**src/rtl/mod_updown_counter.sv**
```systemverilog
// mod_updown_counter: modulo-MOD up/down counter with synchronous load,
// wrap or saturate behaviour at the range ends, a combinational
// terminal-count flag, a one-cycle wrap pulse and a sticky overflow flag.
// Count range is 0..MOD-1. MOD may be as large as 2**WIDTH, so MOD and the
// top-of-range value are carried in WIDTH+1 bits.
module mod_updown_counter #(
    parameter int unsigned    WIDTH = 8,
    parameter logic [WIDTH:0] MOD   = {1'b1, {WIDTH{1'b0}}}
) (
    input  logic             clk,
    input  logic             rst,       // asynchronous, active-low
    input  logic             en,
    input  logic             up_dn,     // 1 = up, 0 = down
    input  logic             sat,       // 0 = wrap, 1 = saturate
    input  logic             load,
    input  logic [WIDTH-1:0] load_val,
    input  logic             ovf_clr,
    output logic [WIDTH-1:0] count,
    output logic             tc,
    output logic             wrap,
    output logic             ovf
);

    // Top of the count range, kept one bit wider than the counter so that a
    // modulus of 2**WIDTH does not truncate to zero.
    localparam logic [WIDTH:0]   MAX_EXT = MOD - (WIDTH+1)'(1);
    localparam logic [WIDTH-1:0] MAX_CNT = MAX_EXT[WIDTH-1:0];
    localparam logic [WIDTH-1:0] ONE_CNT = WIDTH'(1);

    logic [WIDTH-1:0] count_q, count_d;
    logic             wrap_q,  wrap_d;
    logic             ovf_q,   ovf_d;
    logic             ovf_set;
    logic             at_max;
    logic             at_zero;

    // Range-end detection, compared at WIDTH+1 bits against the top value.
    assign at_max  = ({1'b0, count_q} == MAX_EXT);
    assign at_zero = (count_q == '0);

    // Terminal count: the enabled, non-loading step about to leave the range.
    assign tc = en & ~load & (up_dn ? at_max : at_zero);

    // Next count and wrap pulse: load beats enable, enable beats hold.
    always_comb begin
        // NOTE: every signal written here gets a default first; a path that
        // leaves one unassigned would infer a latch.
        count_d = count_q;
        wrap_d  = 1'b0;
        ovf_set = 1'b0;
        if (load) begin
            // Out-of-range load values clamp to the top of the range.
            if ({1'b0, load_val} > MAX_EXT) begin
                count_d = MAX_CNT;
            end else begin
                count_d = load_val;
            end
        end else if (en) begin
            if (up_dn) begin
                if (at_max) begin
                    ovf_set = 1'b1;
                    if (!sat) begin
                        count_d = '0;
                        wrap_d  = 1'b1;
                    end
                end else begin
                    count_d = count_q + ONE_CNT;
                end
            end else begin
                if (at_zero) begin
                    ovf_set = 1'b1;
                    if (!sat) begin
                        count_d = MAX_CNT;
                        wrap_d  = 1'b1;
                    end
                end else begin
                    count_d = count_q - ONE_CNT;
                end
            end
        end
    end

    // Sticky overflow: a set condition on the same edge wins over the clear.
    assign ovf_d = ovf_set | (ovf_q & ~ovf_clr);

    // State register; reset clears everything, including a pending wrap.
    always_ff @(posedge clk or negedge rst) begin
        if (!rst) begin
            count_q <= '0;
            wrap_q  <= 1'b0;
            ovf_q   <= 1'b0;
        end else begin
            // NOTE: non-blocking assignments so every register samples the
            // pre-edge values computed above.
            count_q <= count_d;
            wrap_q  <= wrap_d;
            ovf_q   <= ovf_d;
        end
    end

    assign count = count_q;
    assign wrap  = wrap_q;
    assign ovf   = ovf_q;

endmodule

```
**config.mk**
```make
export PLATFORM = sky130hd
export DESIGN_NAME = mod_updown_counter
export DESIGN_NICKNAME = d
export VERILOG_FILES = /design/src/rtl/mod_updown_counter.sv
export SDC_FILE = /design/constraint.sdc
export NUM_CORES = 1
export LEC_CHECK = 0
export CAP_MARGIN = 5
export CORE_MARGIN = 1.5
export CORE_UTILIZATION = 47
export DETAILED_ROUTE_END_ITERATION = 8
export PLACE_DENSITY = 0.78
export SLEW_MARGIN = 0
export SYNTH_ARGS = -nofsm -noshare
export SYNTH_HDL_FRONTEND = slang
export SYNTH_SLANG_ARGS = --single-unit
export TNS_END_PERCENT = 100
```
**constraint.sdc**
```tcl
create_clock -name clk -period 2.5 [get_ports clk]
set_input_delay 0.75 -clock clk [delete_from_list [all_inputs] [get_ports clk]]
set_output_delay 0.75 -clock clk [all_outputs]
set_load 0.01 [all_outputs]
```
==> results.txt, run 1 <==
For this run, the total global-route usage over all layers was measured as 0.262. The antenna diode count came out at 0. The critical-path maximum fanout is 2. For this run, the register share of the synthesized area comes to 0.264.

The worst setup path is captured at a flip-flop. In the final routed layout, each cell accounts on average for 15.4 um. The cell count after synthesis is about 110. The total cell area at the placement stage is roughly 1300 um^2.

The number of cell rows is 16. The remaining number of nets flagged by the antenna check after routing came out at 0. The final count of pins violating max slew is 0. In the synthesized netlist the dominant register cell turns out to be sky130_fd_sc_hd__dfrtp_1. The tree built by TritonCTS fans out to 10 sinks. The global placer's final weighted congestion is ~0.95. The DRC marker count from the first detailed-route iteration is 53. Counting flops with an async set or reset pin after synthesis yields a share of 1.00. The global-route wire length before repair is about 4.2 mm. The number of global-route vias before repair is between 900 and 1000. The total of fill cells in the finished design came out at 155. The longest individual stage delay on the worst path is 0.42 ns. The number of distinct library cells after synthesis is 44. The cell that appears most often on the critical path is sky130_fd_sc_hd__buf_4.

The number of I/O port buffers came out at 25. The worst path buffer plus inverter count came out at 9. The number of clock buffers inserted by TritonCTS is 3. Compared with the post-synthesis result, the final layout area differs by 49.1%.

The overflow left after global routing is 0. Setup violations remaining at the end of the flow were counted as 0. Counting flops and latches in the post-synthesis netlist gives 10. The total count of hold-check failures in the final report came out at 0. The top achievable clock speed came out at around 0.41 GHz. The via count is about 1100.

The area used by multi-input combinational logic came out at 607 um^2. The mean cell area of the mapped netlist came out at ~8.5 um^2. STA classifies the critical path startpoint as a flip-flop. Entering global routing, the biggest net connects 16 pins. In this run the power density over the cells is around 500 nW/um^2. At the worst endpoint, the required time is roughly 2.7 ns.

The initial core utilization is 0.493. The largest area contributor in the synthesized netlist is sky130_fd_sc_hd__dfrtp_1. The final clock skew is approximately 0.00076 ns. The initial antenna violation count is 0. When the netlist entered floorplanning its net count stood at about 130. The total of max-cap violations came out at 0. At the pin with the least slew margin, the transition time is 0.499 ns. The number of synthesized flops with an enable pin is 0. The full die area came out at roughly 2300 um^2. The data arrival time of the worst path came out at roughly 2.6 ns. The boundary pin count is 26. Traced cell by cell, the critical path runs through nor4_4, and4_4, o211ai_1, buf_4, buf_4, buf_4, buf_4, buf_4, buf_4, buf_4, buf_4, buf_4, nor2_1. In this run the static leakage power is between 0.0006 and 0.0007 uW. The worst-case IR drop observed on VDD is roughly 0.00051 V. The classification of the worst-slack hold path is reg2reg. In this run the register-to-register setup slack is about 0.086 ns. The sequential standard cell area is between 200 and 300 um^2.

The slowest cell on the critical path is sky130_fd_sc_hd__dfrtp_1. The max-slew headroom at the worst pin came out at 0.667. Of the post-synthesis cell area, the dominant cell type holds 0.264. The remaining routing DRC violations came out at 0. No sink is reached through more buffers than the 2 on the longest clock path. The layout cell share with drive strength beyond 1 is 0.267. At the later pin of the worst-skew pair, clock insertion delay measures approximately 0.26 ns. Yosys attributes the largest share of cell area to sky130_fd_sc_hd__dfrtp_1 (26%), sky130_fd_sc_hd__mux2_4 (4.8%), sky130_fd_sc_hd__mux2i_1 (4.2%). The number of synthesis warnings is 0. The share of the clock period used by the worst path after layout came out at 0.966.

The first detailed-routing pass took 4 iterations. The cell family contributing the most delay on the critical path is buffers and inverters. The tree is rooted in a sky130_fd_sc_hd__clkbuf_4. The placeable core region is a little under 2000 um^2. Summing all non-filler instances in the final layout gives an area of between 1000 and 1500 um^2. The run finished with clean final reports. The CTS tree is yes. The clock slew seen by the registers of the worst setup and hold paths is ~0.080 ns.

The share of the core filled with cells in the final layout came out at 0.735. The total detailed-routing wirelength came out at between 2 and 3 mm. The critical path in this run is classified as reg2reg. The clock period could shrink to 2.41 ns. The maximum level of the CTS H-tree came out at 1. The ratio of routed vias to standard cells came out at 5.86.

In the final design database the tool counted approximately 180 nets. Detailed placement finished with a half-perimeter wire length of between 1.5 and 2 mm. The area of the mapped netlist is approximately 950 um^2.

Measured along the x axis, the die boundary spans between 40 and 50 um. For this design, the CTS-stage hold fixing added 0 buffers. The tightest hold path in the finished design has a slack of between 0.5 and 0.6 ns. The chip height is between 40 and 50 um.
==> layout by cell type, fill, tap and decap left out, types with 3 or more instances in the layout <==
cell / Yosys / routed
sky130_fd_sc_hd__buf_4: 1 / 30
sky130_fd_sc_hd__clkdlybuf4s50_1: 0 / 23
sky130_fd_sc_hd__dfrtp_1: 10 / 10
sky130_fd_sc_hd__inv_1: 9 / 9
sky130_fd_sc_hd__o21ai_0: 7 / 7
sky130_fd_sc_hd__nor2_1: 8 / 7
sky130_fd_sc_hd__a21oi_1: 6 / 6
sky130_fd_sc_hd__nand2b_1: 5 / 5
sky130_fd_sc_hd__nand4_1: 4 / 4
sky130_fd_sc_hd__mux2i_1: 4 / 4
sky130_fd_sc_hd__nand3_1: 4 / 4
sky130_fd_sc_hd__nand2_1: 4 / 4
sky130_fd_sc_hd__a31oi_1: 3 / 3
sky130_fd_sc_hd__mux2_4: 3 / 3
sky130_fd_sc_hd__ha_1: 3 / 3
sky130_fd_sc_hd__clkbuf_4: 0 / 3
==> logic make-up after synthesis <==
| logic type | share of synthesized area |
|---|---|
| AOI/OAI and AO/OA | 0.271 |
| and+or+nand+nor | 0.219 |
| buffers and inverters | 0.0978 |
| DFF | 0.264 |
| muxes | 0.0898 |
| adders and majority gates | 0.0396 |
| xor gates and xnor gates | 0.0185 |
==> sequential cells by signal, indices dropped and copies added (netlist names) <==
signal	cells
count	8
ovf	1
wrap	1
==> per-layer routing <==
layer	part of all wire	vias to the layer above	routed length, um	global-route usage
met5	0	-	0	0
met2	0.47	58	1370	0.408
met3	0.065	18	190	0.0566
met4	0.046	0	133	0.0865
met1	0.42	504	1210	0.359
li1	-	521	-	-
==> cells in the mapped netlist, drive strengths merged, types with 2 or more instances <==
cell and count:
nand2 4, o31ai 2, mux2 3, buf 6
nand3 4, inv 9, xor2 2, o21ai 9
clkbuf 2, o211ai 2, ha 3, nand2b 5
o2111ai 2, a21o 2, a311oi 2, nor4 2
nand4 4, a21oi 6, dfrtp 10, mux2i 4
nor2 9, a31oi 3
==> what timing repair did <==
action,in CTS,in global routing
buffers inserted,10,3
pin swaps,4,4
setup endpoints to repair,1,3
gates resized for setup,5,3
==> power by group <==
part	total (uW)	internal, uW	leakage, uW	switching, uW
combinational	368	190	0.000493	178
clock	117	55.5	0.0000138	61.5
sequential	216	185	0.000121	30.9
==> path summary, 6_finish.rpt <==
path | startpoint | depth (start not counted) | endpoint
worst max-delay path | count[5] | 13 | wrap
worst min-delay path | ovf | 2 | ovf
worst max register to register | count[5] | 13 | wrap
worst min register to register | ovf | 2 | ovf
max in group asynchronous | rst | 1 | count[0]
min in group asynchronous | rst | 1 | count[6]
==> metrics by stage <==
step	instances	TNS [ns]	total power [uW]	setup WS, ns
floorplan	111	0	424	0.235
global placement	172	-0.875	564	-0.580
detailed placement	172	-0.966	571	-0.590
CTS	185	0	690	0.0288
global route	188	-0.0144	750	-0.0144
finish	188	0	701	0.0858
==> worst reg2reg max path, delay by kind of cell (launching register included) <==
| kind | cells | cell delay [ns] |
|---|---|---|
| and+or+nand+nor | 3 | 0.70 |
| buffers and inverters | 9 | 1.12 |
| DFF | 1 | 0.42 |
| AOI/OAI and AO/OA | 1 | 0.11 |
==> cell type report <==
| type | count | share of cell area |
|---|---|---|
| clock buffers | 3 | 0.0159 |
| inverters | 9 | 0.0239 |
| multi-input cells | 84 | 0.430 |
| flip-flops and latches | 10 | 0.177 |
| well taps | 27 | 0.0239 |
| repair buffers | 55 | 0.329 |
No activity file was read; power rests on OpenSTA's default activity.
==> run 2, diff against run 1 <==
--- a/config.mk
+++ b/config.mk
@@ -10,6 +10,7 @@
 export CORE_UTILIZATION = 47
 export DETAILED_ROUTE_END_ITERATION = 8
 export PLACE_DENSITY = 0.78
+export SKIP_LAST_GASP = 1
 export SLEW_MARGIN = 0
 export SYNTH_ARGS = -nofsm -noshare
 export SYNTH_HDL_FRONTEND = slang
==> results of run 2 <==
Final layout, timing and power as in run 1 (identical DEF).
